===== src/rtl/decode_stage.sv =====
// decode_stage: one-entry instruction decode register for the MIPS-subset
// pipeline. It splits the fetched word into fields and control bits, holds
// the result for execute, and stalls readers of registers whose writeback is
// still outstanding, tracked in a 32-entry pending-write scoreboard.
module decode_stage #(
    parameter int INSTR_W   = 32,
    parameter bit SB_ENABLE = 1'b1
) (
    input  logic               clk,
    input  logic               rst_n,
    input  logic               inValid,
    output logic               inReady,
    input  logic [INSTR_W-1:0] instr,
    input  logic [31:0]        pcIn,
    input  logic               flush,
    output logic               outValid,
    input  logic               outReady,
    output logic [31:0]        pcOut,
    output logic [4:0]         readReg1,
    output logic [4:0]         readReg2,
    output logic [4:0]         writeReg,
    output logic [31:0]        imm,
    output logic [5:0]         opcode,
    output logic [5:0]         funct,
    output logic [4:0]         shamt,
    output logic               regWrite,
    output logic               memRead,
    output logic               memWrite,
    output logic               branch,
    output logic               jump,
    output logic               illegal,
    input  logic               wbValid,
    input  logic [4:0]         wbReg
);

    // Raw instruction fields
    logic [5:0]  op_s;
    logic [4:0]  rs_s;
    logic [4:0]  rt_s;
    logic [4:0]  rd_s;
    logic [15:0] imm16_s;

    assign op_s    = instr[31:26];
    assign rs_s    = instr[25:21];
    assign rt_s    = instr[20:16];
    assign rd_s    = instr[15:11];
    assign imm16_s = instr[15:0];

    // Decoded controls for the incoming instruction
    logic        use_rs_s;
    logic        use_rt_s;
    logic [4:0]  wr_s;
    logic [31:0] imm_s;
    logic        reg_write_s;
    logic        mem_read_s;
    logic        mem_write_s;
    logic        branch_s;
    logic        jump_s;
    logic        illegal_s;

    // Held (output register) state
    logic        out_valid_r;
    logic [31:0] pc_r;
    logic [4:0]  read_reg1_r;
    logic [4:0]  read_reg2_r;
    logic [4:0]  write_reg_r;
    logic [31:0] imm_r;
    logic [5:0]  opcode_r;
    logic [5:0]  funct_r;
    logic [4:0]  shamt_r;
    logic        reg_write_r;
    logic        mem_read_r;
    logic        mem_write_r;
    logic        branch_r;
    logic        jump_r;
    logic        illegal_r;

    // Scoreboard
    logic [31:0] pending_r;
    logic [31:0] pending_nxt_s;
    logic [31:0] set_vec_s;
    logic [31:0] clr_vec_s;

    // Handshake and hazard terms
    logic rs_busy_s;
    logic rt_busy_s;
    logic hazard_s;
    logic in_ready_s;
    logic load_s;
    logic handoff_s;

    // Opcode decode into source usage, destination, immediate and controls
    always_comb begin
        use_rs_s    = 1'b0;
        use_rt_s    = 1'b0;
        wr_s        = 5'd0;
        imm_s       = {{16{imm16_s[15]}}, imm16_s};
        reg_write_s = 1'b0;
        mem_read_s  = 1'b0;
        mem_write_s = 1'b0;
        branch_s    = 1'b0;
        jump_s      = 1'b0;
        illegal_s   = 1'b0;
        case (op_s)
            6'h00: begin
                use_rs_s = 1'b1;
                use_rt_s = 1'b1;
                wr_s     = rd_s;
                if (instr[5:0] == 6'h08) begin
                    jump_s = 1'b1;
                end else begin
                    reg_write_s = 1'b1;
                end
            end
            6'h08, 6'h09, 6'h0A: begin
                use_rs_s    = 1'b1;
                wr_s        = rt_s;
                reg_write_s = 1'b1;
            end
            6'h0C, 6'h0D: begin
                use_rs_s    = 1'b1;
                wr_s        = rt_s;
                reg_write_s = 1'b1;
                imm_s       = {16'h0000, imm16_s};
            end
            6'h0F: begin
                wr_s        = rt_s;
                reg_write_s = 1'b1;
                imm_s       = {imm16_s, 16'h0000};
            end
            6'h23: begin
                use_rs_s    = 1'b1;
                wr_s        = rt_s;
                reg_write_s = 1'b1;
                mem_read_s  = 1'b1;
            end
            6'h2B: begin
                use_rs_s    = 1'b1;
                use_rt_s    = 1'b1;
                mem_write_s = 1'b1;
            end
            6'h04, 6'h05: begin
                use_rs_s = 1'b1;
                use_rt_s = 1'b1;
                branch_s = 1'b1;
            end
            6'h02: begin
                jump_s = 1'b1;
                imm_s  = {6'b000000, instr[25:0]};
            end
            6'h03: begin
                jump_s      = 1'b1;
                wr_s        = 5'd31;
                reg_write_s = 1'b1;
                imm_s       = {6'b000000, instr[25:0]};
            end
            default: begin
                illegal_s = 1'b1;
            end
        endcase
    end

    // Hazard detection against the scoreboard and the held producer (no bypass)
    always_comb begin
        rs_busy_s = use_rs_s && (rs_s != 5'd0) &&
                    (pending_r[rs_s] || (out_valid_r && reg_write_r && (write_reg_r == rs_s)));
        rt_busy_s = use_rt_s && (rt_s != 5'd0) &&
                    (pending_r[rt_s] || (out_valid_r && reg_write_r && (write_reg_r == rt_s)));
        if (SB_ENABLE) begin
            hazard_s = rs_busy_s || rt_busy_s;
        end else begin
            hazard_s = 1'b0;
        end
        in_ready_s = (!out_valid_r || outReady) && !hazard_s && !flush;
        load_s     = inValid && in_ready_s;
        handoff_s  = out_valid_r && outReady;
    end

    // Scoreboard next state: a handed-off writer sets its bit (winning over a
    // same-cycle clear), a flushed instruction sets nothing, r0 never pends
    always_comb begin
        set_vec_s = 32'd0;
        clr_vec_s = 32'd0;
        if (handoff_s && !flush && reg_write_r) begin
            set_vec_s = 32'd1 << write_reg_r;
        end else begin
            set_vec_s = 32'd0;
        end
        if (wbValid) begin
            clr_vec_s = 32'd1 << wbReg;
        end else begin
            clr_vec_s = 32'd0;
        end
        pending_nxt_s = ((pending_r & ~clr_vec_s) | set_vec_s) & 32'hFFFF_FFFE;
    end

    // Pending-write scoreboard register
    always_ff @(posedge clk or negedge rst_n) begin
        if (!rst_n) begin
            pending_r <= 32'd0;
        end else begin
            pending_r <= pending_nxt_s;
        end
    end

    // Output register: load on accept, drop on handoff or flush, else hold
    always_ff @(posedge clk or negedge rst_n) begin
        if (!rst_n) begin
            out_valid_r <= 1'b0;
            pc_r        <= 32'd0;
            read_reg1_r <= 5'd0;
            read_reg2_r <= 5'd0;
            write_reg_r <= 5'd0;
            imm_r       <= 32'd0;
            opcode_r    <= 6'd0;
            funct_r     <= 6'd0;
            shamt_r     <= 5'd0;
            reg_write_r <= 1'b0;
            mem_read_r  <= 1'b0;
            mem_write_r <= 1'b0;
            branch_r    <= 1'b0;
            jump_r      <= 1'b0;
            illegal_r   <= 1'b0;
        end else if (load_s) begin
            out_valid_r <= 1'b1;
            pc_r        <= pcIn;
            read_reg1_r <= rs_s;
            read_reg2_r <= rt_s;
            write_reg_r <= wr_s;
            imm_r       <= imm_s;
            opcode_r    <= op_s;
            funct_r     <= instr[5:0];
            shamt_r     <= instr[10:6];
            reg_write_r <= reg_write_s && (wr_s != 5'd0);
            mem_read_r  <= mem_read_s;
            mem_write_r <= mem_write_s;
            branch_r    <= branch_s;
            jump_r      <= jump_s;
            illegal_r   <= illegal_s;
        end else if (flush || handoff_s) begin
            out_valid_r <= 1'b0;
        end else begin
            out_valid_r <= out_valid_r;
        end
    end

    assign inReady  = in_ready_s;
    assign outValid = out_valid_r;
    assign pcOut    = pc_r;
    assign readReg1 = read_reg1_r;
    assign readReg2 = read_reg2_r;
    assign writeReg = write_reg_r;
    assign imm      = imm_r;
    assign opcode   = opcode_r;
    assign funct    = funct_r;
    assign shamt    = shamt_r;
    assign regWrite = reg_write_r;
    assign memRead  = mem_read_r;
    assign memWrite = mem_write_r;
    assign branch   = branch_r;
    assign jump     = jump_r;
    assign illegal  = illegal_r;

endmodule

===== config.mk =====
export PLATFORM = sky130hd
export DESIGN_NAME = decode_stage
export DESIGN_NICKNAME = d
export VERILOG_FILES = /design/src/rtl/decode_stage.sv
export SDC_FILE = /design/constraint.sdc
export NUM_CORES = 1
export LEC_CHECK = 0
export ABC_CLOCK_PERIOD_IN_PS = 2500
export CAP_MARGIN = 20
export CORE_MARGIN = 8
export CORE_UTILIZATION = 44
export CTS_CLUSTER_DIAMETER = 100
export DETAILED_ROUTE_END_ITERATION = 6
export GPL_ROUTABILITY_DRIVEN = 0
export PLACE_DENSITY = 0.77
export SETUP_SLACK_MARGIN = 0.15
export SLEW_MARGIN = 20
export SYNTH_ARGS = -nofsm -noshare
export SYNTH_HDL_FRONTEND = slang
export SYNTH_SLANG_ARGS = --single-unit

===== constraint.sdc =====
create_clock -name clk -period 2.5 [get_ports clk]
set_input_delay 0.5 -clock clk [delete_from_list [all_inputs] [get_ports clk]]
set_output_delay 0.5 -clock clk [all_outputs]
set_load 0.05 [all_outputs]

== Yosys cells after proc, flatten, opt, wreduce, memory -nomap -nowiden ==
Cells that the tools add are included.

* Word-level logic and storage cells: 93
* Register bits after elaboration: 134
* Output and inout port bits: 104
* Input port bits: 75

* Eq/ne operators: 15
* $lt $le $gt $ge: 2
* Mux-type cells: 20
* Bitwise gates (word level): 3
* Shift operators: 2
* Reductions and logical operators: 35

{| class="wikitable"
|+ Operator list
! cell !! number
|-
| 32-bit case mux with 3 select lines || 1
|-
| 32-bit two-way mux || 2
|-
| 1-bit by 5-bit << shifter with 32-bit output (first input constant) || 2
|-
| 6-bit by 4-bit equality test with 1-bit output (second input constant) || 7
|-
| 32-bit bitwise AND || 1
|-
| 32-bit NOT || 1
|-
| 32-bit OR || 1
|-
| 5-bit case mux with 3 select lines || 1
|-
| 5-bit nonzero test || 3
|-
| 1-bit logical AND || 14
|-
| 13-bit OR reduction || 1
|-
| 6-bit by 2-bit equality test with 1-bit output (second input constant) || 2
|-
| 6-bit by 3-bit equality test with 1-bit output (second input constant) || 2
|-
| 6-bit equality test (second input constant) || 2
|-
| 5-bit by 6-bit < comparator with 1-bit output (second input constant) || 2
|-
| 1-bit two-way mux || 12
|-
| 1-bit binary-select mux with 5-bit select || 2
|-
| 5-bit equality test || 2
|-
| 10-bit OR reduction || 1
|-
| 8-bit OR reduction || 1
|-
| 7-bit OR reduction || 1
|-
| 6-bit zero test || 1
|-
| 2-bit OR reduction || 3
|-
| 1-bit logical OR || 5
|-
| other kinds (4) || 7
|}

== Longest topological paths before layout ==
Gate-level depths: netlist (run 1).

* Word-level depth: 11
* Depth in mapped cells: 10

== Least setup slack after synthesis (run 1) ==
No wires, ideal clock.

* Path kind: input to register
* Start: input port instr[16]
* End: register pc_r[29] (netlist: pcOut[29])
* Arrival time: 2.770 ns
* Stages on the path: 8
* Path buffers: 3
* Library setup time: 0.127 ns
* Slack: -0.397 ns
* Cells stage by stage: buf_2 mux4_2 mux4_2 nand3b_4 a221oi_2 buf_4 buf_6 mux2_1

* Longest elaborated chain between the ends: 9
* Elaborated cells between the ends (all ways): 13

{| class="wikitable"
|+ RTL lines
! what !! line !! RTL
|-
| start: declaration || 13 || <nowiki>input logic [INSTR_W-1:0] instr,</nowiki>
|-
| 1-bit binary-select mux with 5-bit select or 5-bit equality test (tied branches) || 168 || <nowiki>(pending_r[rt_s] || (out_valid_r && reg_write_r && (write_reg_r == rt_s)));</nowiki>
|-
| 1-bit two-way mux (implied by the code) or 1-bit logical AND (tied branches) || 168 ||
|-
| 1-bit logical OR || 168 ||
|-
| 1-bit logical AND (*) || 167 || <nowiki>rt_busy_s = use_rt_s && (rt_s != 5'd0) &&</nowiki>
|-
| 1-bit logical OR (*) || 170 || <nowiki>hazard_s = rs_busy_s || rt_busy_s;</nowiki>
|-
| 1-bit zero test (*) || 174 || <nowiki>in_ready_s = (!out_valid_r || outReady) && !hazard_s && !flush;</nowiki>
|-
| 1-bit logical AND (*) (2 in series) || 174 ||
|-
| 1-bit logical AND (*) || 175 || <nowiki>load_s = inValid && in_ready_s;</nowiki>
|-
| end signal: assignment || 226 || <nowiki>pc_r <= pcIn;</nowiki>
|-
| end: declaration || 63 || <nowiki>logic [31:0] pc_r;</nowiki>
|}

Every way passes the cells marked *; elsewhere a longest branch is shown, timed or not. The select of a mux whose other input is x is not followed.
A chain may end at the register's enable or synchronous reset.

== Worst setup path after layout (run 1) ==
* Start: register pending_r[30]
* End: register imm_r[14] (netlist: imm[14])

* Longest elaborated chain between the ends: 9
* Elaborated cells between the ends (all ways): 13

{| class="wikitable"
|+ RTL lines
! what !! line !! RTL
|-
| start: declaration || 79 || <nowiki>logic [31:0] pending_r;</nowiki>
|-
| start signal: assignment || 202 || <nowiki>pending_r <= pending_nxt_s;</nowiki>
|-
| 1-bit binary-select mux with 5-bit select (on tied branches) || 166, 168 ||
|-
| 1-bit two-way mux (on tied branches) || 166, 168 ||
|-
| 1-bit logical OR (on tied branches) || 166, 168 ||
|-
| 1-bit logical AND (on tied branches) || 165, 167 ||
|-
| 1-bit logical OR (*) || 170 ||
|-
| 1-bit zero test (*) || 174 ||
|-
| 1-bit logical AND (*) (2 in series) || 174 ||
|-
| 1-bit logical AND (*) || 175 ||
|-
| end signal: assignment || 230 || <nowiki>imm_r <= imm_s;</nowiki>
|-
| end: declaration || 67 || <nowiki>logic [31:0] imm_r;</nowiki>
|}

Marked as above.

==> results.md, run 1 <==
- The type of the worst setup path is flop to flop.
- During I/O placement, the number of pins put on the boundary was 179.
- Entering global routing, the biggest net connects 56 pins.
- The tightest slew margin relative to the limit is between 60% and 70%.
- The die height is roughly 140 um.
- The starting DRC count in detailed routing is 579.
- In this run the core area contains 45 standard-cell rows.
- The endpoint identified for the worst register-to-register timing path is imm[14]$_DFFE_PN0P_.
- The final-report hold violation count is 2.
- The synthesis warning total is 0.
- The number of antenna violations at the first check in global routing came to 0.
- The tree built by TritonCTS fans out to around 130 sinks.
- The depth of the CTS H-tree is 4.
- Counting flops and latches in the post-synthesis netlist gives between 100 and 150.
- For the pin with the worst max-slew slack, the measured transition is between 0.5 and 0.6 ns.
- The final antenna-violating net count is 0.
- The clock root buffer is sky130_fd_sc_hd__clkbuf_16.
- The routed via count divided by cell count is 5.82.
- The worst setup margin is -0.363 ns.
- Summing over every cut layer, the via total after detailed routing is just over 6000.
- Counting every instance in the synthesized netlist gives between 500 and 600.
- Across the run, the number of max-cap violations was 0.
- In this run the power density over the cells is between 700 and 800 nW/um^2.
- The shortest period the worst path allows is 2.86 ns.
- The via count of the first global-routing pass was around 6400.
- The analysis attributes to cell leakage a power of just under 5 nW.
- For this run the aggregate overflow at the end of global routing stands at 0.
- Fill cells in the final layout number approximately 890.
- The HPWL after detailed placement is around 16000 um.
- The core region is approximately 15000 um^2.
- The startpoint of the most critical setup path is pending_r[30]$_DFF_PN0_.
- The final reports fail on negative hold slack, negative setup slack.
- For flop-to-flop paths, the worst setup slack is -0.36 ns.
- The final instance area is 10800 um^2.
- For the worst setup path, the data required time is between 2 and 3 ns.
- The wire length per cell after detailed routing is roughly 23 um.
- Setup violations remaining at the end of the flow were counted as roughly 100.
- The data arrival time of the critical path is about 3.2 ns.
- The detailed-route DRC error count is 0.
- The sequential-to-total area share from yosys stat is between 50 and 60%.
- Among all flip-flop cells after synthesis, the most frequent one is sky130_fd_sc_hd__dfrtp_1.
- Of all nets on the critical path, the largest fanout is 8.
- The share of flip-flops with an asynchronous set or reset after synthesis is 100%.
- Hold repair after CTS inserted 0 buffers.
- The parity-gate share of the synthesized area counting xor and xnor cells is roughly 1.3%.
- The x dimension of the die is between 100 and 150 um.
- The synthesized design contains 0 enable-type register cells.
- A synthesized cell averages approximately 12 um^2.
- The CTS tree is yes.
- STA classifies the critical path endpoint as a flop.
- The post-place instance area is 9360 um^2.
- Global routing used approximately a quarter of the available tracks.
- After synthesis, the largest family of logic cells by area is multiplexers.
- The wire length of the first global-routing pass is around 36000 um.
- The count of buffers added on input and output ports is approximately 180.
- The overall routed net length is around 24000 um.
- The proportion of layout cells with a drive suffix above 1 is between 30% and 40%.
- The detailed-router iteration count before antenna repair is 7.
- Of the total synthesized cell area, the portion taken by AND, OR, NAND and NOR gates is a little under a tenth.
- Of the available clock period, the critical path in the final layout requires 115%.
- Between clock sinks in the finished design, the worst skew comes to around 0.0082 ns.
- For the worst flop-to-flop path, the logic depth is 9.
- The worst min-delay path class is input pin to async pin.
- Summing every instance area after synthesis gives about 6600 um^2.
- The net count of the finished layout is a little over 900.
- The max-slew violation total from the final report is 0.
- The achievable clock frequency is 349 MHz.
- The complex-gate fraction of the synthesized area is between 10% and 20%.
- The maximum clock path buffer count is 2.
- For the final routed database, the setup TNS stands at -30.53 ns.
- The register clock-pin slew on the reported worst setup and hold paths is ~0.06 ns.
- Of the total synthesized cell area, the portion taken by full adders, half adders and majority gates is 0%.
- The startpoint of the worst-slack reg-to-reg timing path is pending_r[30]$_DFF_PN0_.
- The destination of the critical timing path is imm[14]$_DFFE_PN0P_.
- The run finished, with violations left.
- The number of library cell types mapped by synthesis is between 50 and 60.
- For this configuration, the core starts out at a cell density of between 40 and 50%.
- The fraction of synthesized area in multiplexers is 22.5%.
- The die covers about 19000 um^2.
- Clock tree synthesis inserted a total of 17 buffers.
- The antenna cell count is 0.
- The clock reaches the later pin of the worst-skew pair after approximately 0.42 ns.
- Setup repair after global routing could not meet its margin everywhere.
- The worst voltage drop across the vdd grid is a little under 500 uV.
- The area growth from synthesis to layout is 63.7%.
- When the netlist entered floorplanning its net count stood at 629.
- The worst hold slack across all endpoints is -0.00673 ns.
- The startpoint kind of the worst setup timing path is a flop.
## repair_timing
item,4_1_cts,5_1_grt
cloned,2,9
endpoints found under the setup margin,107,104
pin swaps,5,3
setup buffers,10,3
gates resized for setup,95,46
## Yosys cell counts (all sizes together), types with 11 or more instances
master / count / area (um^2)
dfrtp: 134 / 3350
mux2: 97 / 1090
o21ai: 67 / 335
nor2b: 22 / 138
clkbuf: 21 / 78.8
mux2i: 19 / 190
buf: 17 / 129
inv: 16 / 60.1
nand2: 15 / 56.3
a21oi: 14 / 70.1
a221o: 13 / 130
nor2: 13 / 48.8
nand2b: 11 / 68.8
## layout make-up
type / count / area [um^2] / area share, %
tap: 188 / 235 / 2.17
multi-input combinational: 366 / 3400 / 31.4
inverter: 16 / 60.1 / 0.555
timing repair buffer: 304 / 3150 / 29.1
sequential: 134 / 3350 / 31.0
clock inverter: 13 / 180 / 1.67
clock buffer: 19 / 443 / 4.09
## worst min path at each step
stage | slack [ns] | cells past startpoint | endpoint | start
final | -0.007 | 1 | pcOut[29]$_DFFE_PN0P_ | rst_n
after global routing | 0.02 | 1 | pcOut[29]$_DFFE_PN0P_ | rst_n
after CTS | 0.01 | 1 | pcOut[30]$_DFFE_PN0P_ | rst_n
after detailed placement | 0.46 | 1 | pcOut[30]$_DFFE_PN0P_ | rst_n
after global placement | 0.45 | 1 | pcOut[30]$_DFFE_PN0P_ | rst_n
after floorplan | 0.20 | 0 | branch$_DFFE_PN0P_ | rst_n
## layout by cell type, fill, tap and decap left out, drive strengths merged, types with 3 or more instances in the layout
cell / synthesis / layout
or3b: 4 / 4
clkdlybuf4s50: 0 / 159
mux2: 97 / 97
a21oi: 14 / 14
or3: 4 / 4
mux2i: 19 / 19
nand4b: 3 / 3
nor2b: 22 / 22
and3: 5 / 5
bufinv: 0 / 4
dfrtp: 134 / 134
a221oi: 3 / 3
nand4: 4 / 4
mux4: 9 / 9
a22oi: 6 / 6
nor2: 13 / 13
inv: 16 / 16
buf: 17 / 118
nand3b: 5 / 5
a21boi: 4 / 4
nand2b: 11 / 11
nand3: 5 / 5
a221o: 13 / 13
clkbuf: 21 / 28
clkinv: 0 / 6
nand2: 15 / 15
clkinvlp: 0 / 3
nor4: 4 / 4
xor2: 8 / 8
nor3: 3 / 3
dlygate4sd2: 0 / 12
o21ai: 67 / 67
## power by group
group          switching, mW  total (mW)  leakage (nW)  internal (mW)
registers              0.227        2.73          1.67           2.50
logic                   1.83        3.15          2.88           1.31
clock network          0.936        2.62         0.299           1.69
## cells by family (layout without fill, tap and decap cells)
family                    Yosys count  in the layout
DFF                               134            134
AOI/OAI and AO/OA                 126            126
muxes                             125            125
and+or+nand+nor                   105            105
buffers and inverters              54            352
xor gates and xnor gates           10             10
## registers in the layout, indices dropped and copies added (netlist names), 6 cells and up
register	flops
imm	32
pcOut	32
pending_r	31
funct	6
opcode	6
## per-layer routing
| metal | global-route usage, % | vias up | share of wire (%) | wire length [um] |
|---|---|---|---|---|
| met5 | 0 | - | 0 | 0 |
| met4 | 11.1 | 0 | 3.0 | 717 |
| met3 | 5.72 | 69 | 7.6 | 1820 |
| met2 | 38.9 | 332 | 50 | 11900 |
| met1 | 27.6 | 3046 | 40 | 9440 |
| li1 | - | 2603 | - | - |
## per-stage QoR
step                      setup slack [ns]  hold slack (ns)  cells  power, mW  util, %
after floorplan                     -0.240            0.204    554       4.36        -
after global routing                -0.406           0.0200   1040       8.76     72.5
after CTS                           -0.339          0.00989   1028       8.31     69.7
final                               -0.363         -0.00673   1040       8.50     72.5
after detailed placement            -0.987            0.461    984       5.54     62.8
after global placement              -0.933            0.451    984       5.47     62.8
## worst max-delay path, stage by stage, from the launching register on
cell	delay, ns
sky130_fd_sc_hd__dfrtp_1	0.42
sky130_fd_sc_hd__mux4_2	0.47
sky130_fd_sc_hd__mux4_2	0.47
sky130_fd_sc_hd__nand3b_4	0.18
sky130_fd_sc_hd__buf_4	0.14
sky130_fd_sc_hd__a221oi_4	0.22
sky130_fd_sc_hd__buf_6	0.18
sky130_fd_sc_hd__buf_8	0.15
sky130_fd_sc_hd__clkbuf_16	0.17
sky130_fd_sc_hd__mux2_2	0.34
Note: power is estimated with default switching activity, not from simulation.
==> inputs of run 2 (changes only) <==
--- a/config.mk
+++ b/config.mk
@@ -7,14 +7,13 @@
 export LEC_CHECK = 0
 export ABC_CLOCK_PERIOD_IN_PS = 2500
 export CAP_MARGIN = 20
-export CORE_MARGIN = 8
+export CORE_MARGIN = 3
 export CORE_UTILIZATION = 44
 export CTS_CLUSTER_DIAMETER = 100
 export DETAILED_ROUTE_END_ITERATION = 6
 export GPL_ROUTABILITY_DRIVEN = 0
 export PLACE_DENSITY = 0.77
 export SETUP_SLACK_MARGIN = 0.15
-export SLEW_MARGIN = 20
 export SYNTH_ARGS = -nofsm -noshare
 export SYNTH_HDL_FRONTEND = slang
 export SYNTH_SLANG_ARGS = --single-unit
==> run 2 against run 1 <==
Compared with the run above: the run ends with negative setup slack left; die area is 14% lower; sequential share of layout area is 0.33 points lower; cell count is 0.67% higher; via count is 1.1% higher; sequential power hardly changed; global-route usage is 4.3 points higher; combinational power is 2% higher; total power is 1.0% lower; non-clock buffer count is 11 higher; register-to-register slack worse by 0.08 ns; clock power is 6% lower; sequential cell count stayed put; critical path type is now input pin to output port.
==> results.md, run 2 (synthesis gave the netlist of run 1 again) <==
- The final route contains between 6000 and 7000 vias.
- The worst min-delay path class is input pin to async pin.
- The routed via count divided by cell count is around 5.8.
- The clock root buffer is sky130_fd_sc_hd__clkbuf_16.
- The wire length per cell after detailed routing is 22.7 um.
- The tightest slew margin relative to the limit is slightly below 60%.
- The final setup violation count is ~100.
- After clock tree synthesis, the clock-pin slew on the worst setup and hold paths is around 0.060 ns.
- The most common cell after layout, fill and taps aside is sky130_fd_sc_hd__clkdlybuf4s50_1.
- During I/O placement, the number of pins put on the boundary was 179.
- The worst setup path is of the input pin to output port kind.
- The achievable clock frequency is around 330 MHz.
- The power density of the placed cells is a little under 800 nW/um^2.
- Counting along the longest clock path gives a buffer depth of 2.
- The worst setup path is launched from an input pin.
- The finished layout holds 1047 standard cells, fillers aside.
- Buffers inserted during clock tree synthesis total 17.
- IR analysis of the VDD net gives a maximum drop of about 500 uV.
- After detailed placement, the design holds a cell count of around 980.
- In the final layout, flip-flops and latches occupy approximately 3400 um^2.
- Global routing used between 20% and 30% of the available tracks across all layers.
- For the worst-skew pair, the clock arrives at the later sink with an insertion delay of approximately 0.42 ns.
- The count of nets left with antenna violations once routing finished came out at 0.
- The net count of the finished layout is just over 900.
- The area growth from synthesis to layout is 65.4%.
- The smallest clock period supported by the final layout is computed as between 3 and 4 ns.
- TritonCTS built the clock tree.
- The overall routed net length is 23800 um.
- The library cells used most frequently in the layout, excluding fill and tap cells, are sky130_fd_sc_hd__clkdlybuf4s50_1, sky130_fd_sc_hd__dfrtp_1, sky130_fd_sc_hd__buf_4.
- Along the worst path, the maximum fanout reaches 7.
- The max-slew violation total from the final report came to 0.
- The area of the multi-input gates is about 3500 um^2.
- The pre-antenna-repair detailed-routing pass consisted of 6 iterations.
- The antenna cell count is 0.
- For this run, design rule violations remaining after detail routing come to 0.
- The depth of the CTS H-tree is 4.
- The count of input and output buffers is 178.
- The final-report hold violation count came to 0.
- CTS saw about 130 sinks.
- Of the available clock period, the critical path in the final layout requires 122%.
- The run finished, with violations left.
- The via count of the first global-routing pass is 6225.
- At the worst endpoint, the arrival time is about 2.5 ns.
- The transition time at the pin with the least slew margin is 0.602 ns.
- Adding up every negative setup slack in the final design gives -46.42 ns.
- The leakage dissipation is 4.96 nW.
- The x dimension of the die is 129 um.
- Once detailed placement completed, the half-perimeter wirelength came to about 15000 um.
- The floorplan step defined a die boundary enclosing 16500 um^2.
- Max-cap violations in this run came to 0.
- Setup repair after global routing could not meet its margin everywhere.
- Cells with a size suffix above 1 make up around 34% of the layout.
- Buffers inserted to repair hold after CTS numbered 0.
- The checks that failed: negative setup slack.
- The row count is 44.
- The critical path endpoint category is an output port.
- After global routing the overflow that remains totals 0.
- The final design utilization is approximately three quarters.
- Across all hold checks on the routed design, the worst slack comes to 0.0156 ns.
- In this run, the number of DRC markers left after iteration 0 of detailed routing was 584.
- The wire length of the first global-routing pass is 35500 um.
- Entering global routing, the biggest net connects 61 pins.
- The die height is around 130 um.
- Across the routed clock network, the largest skew measured is around 0.0065 ns.
- The core footprint is between 10000 and 15000 um^2.
- The layout has between 800 and 900 filler cells.
- The number of antenna violations at the first check in global routing was 0.
- Across all setup checks in the final design, the least slack found is -0.544 ns.
- The initial utilization of the core area, before any placement, comes to between 40% and 50%.
- At the worst endpoint, the required time is ~2 ns.
==> run 2: cell types whose count changed in the layout (fill, tap and decap cells not counted), moves of 3 or more <==
cell	change
sky130_fd_sc_hd__buf_8	-5
sky130_fd_sc_hd__mux2_4	+15
sky130_fd_sc_hd__clkbuf_16	-7
sky130_fd_sc_hd__buf_16	+7
sky130_fd_sc_hd__dlygate4sd2_1	-6
sky130_fd_sc_hd__nor2b_2	-3
sky130_fd_sc_hd__buf_12	+4
sky130_fd_sc_hd__dlymetal6s2s_1	+4
sky130_fd_sc_hd__clkdlybuf4s50_1	+4
sky130_fd_sc_hd__mux2_2	-13
sky130_fd_sc_hd__buf_4	+12
==> run 2: path summary, 6_finish.rpt <==
| path | start | to | slack, ns | cells after the start |
|---|---|---|---|---|
| min in group clk | instr[16] | readReg2[0]$_DFFE_PN0P_ | 0.46 | 3 |
| max in group asynchronous | rst_n | pcOut[10]$_DFFE_PN0P_ | 1.74 | 2 |
| min reg2reg | readReg1[0]$_DFFE_PN0P_ | readReg1[0]$_DFFE_PN0P_ | 0.51 | 1 |
| max reg2reg | pending_r[30]$_DFF_PN0_ | shamt[1]$_DFFE_PN0P_ | -0.44 | 9 |
| min | rst_n | imm[0]$_DFFE_PN0P_ | 0.02 | 1 |
| max | instr[17] | inReady | -0.54 | 11 |
==> run 2: layer usage <==
layer,up-vias,part of all wire [%],global-route usage [%]
met5,-,0,0
met4,0,2.7,7.60
met3,54,7.3,6.19
met2,315,50,47.2
met1,3115,40,35.5
li1,2630,-,-
==> run 2: cell type report <==
class                      instances  share of cell area [%]
clock buffer                      23                    4.37
clock inverter                     9                   0.916
inverter                          16                   0.549
multi-input combinational        366                    31.6
sequential                       134                    30.7
tap                              184                    2.11
timing repair buffer             315                    29.8
==> run 2: critical path, stage by stage <==
cell,delay (ns)
sky130_fd_sc_hd__dlygate4sd2_1,0.24
sky130_fd_sc_hd__buf_6,0.14
sky130_fd_sc_hd__buf_4,0.14
sky130_fd_sc_hd__xor2_1,0.16
sky130_fd_sc_hd__nor4_1,0.39
sky130_fd_sc_hd__nand4_1,0.26
sky130_fd_sc_hd__buf_4,0.22
sky130_fd_sc_hd__nand3b_4,0.09
sky130_fd_sc_hd__nand2_2,0.07
sky130_fd_sc_hd__and3_4,0.20
sky130_fd_sc_hd__buf_12,0.14
==> run 2: metrics by stage <==
| stage | worst slack [ns] | total power [mW] | instance area [um^2] |
|---|---|---|---|
| after detailed placement | -0.976 | 5.50 | 9340 |
| after CTS | -0.402 | 8.31 | 10700 |
| final | -0.544 | 8.41 | 10900 |
| after global routing | -0.618 | 8.66 | 10900 |
| after floorplan | -0.240 | 4.36 | 6650 |
| after global placement | -0.890 | 5.44 | 9340 |
==> run 2: where the power goes <==
| group | total, mW | switching [mW] | internal [mW] | leakage, nW |
|---|---|---|---|---|
| Sequential | 2.73 | 0.226 | 2.50 | 1.67 |
| Combinational | 3.22 | 1.86 | 1.36 | 3.01 |
| Clock | 2.46 | 0.926 | 1.54 | 0.283 |
==> run 2: timing repair <==
item | in CTS | in global routing
resized for setup | 121 | 23
gates cloned | 8 | 2
buffers inserted | 18 | 6
pin swaps | 7 | 9
endpoints found under the setup margin | 105 | 105
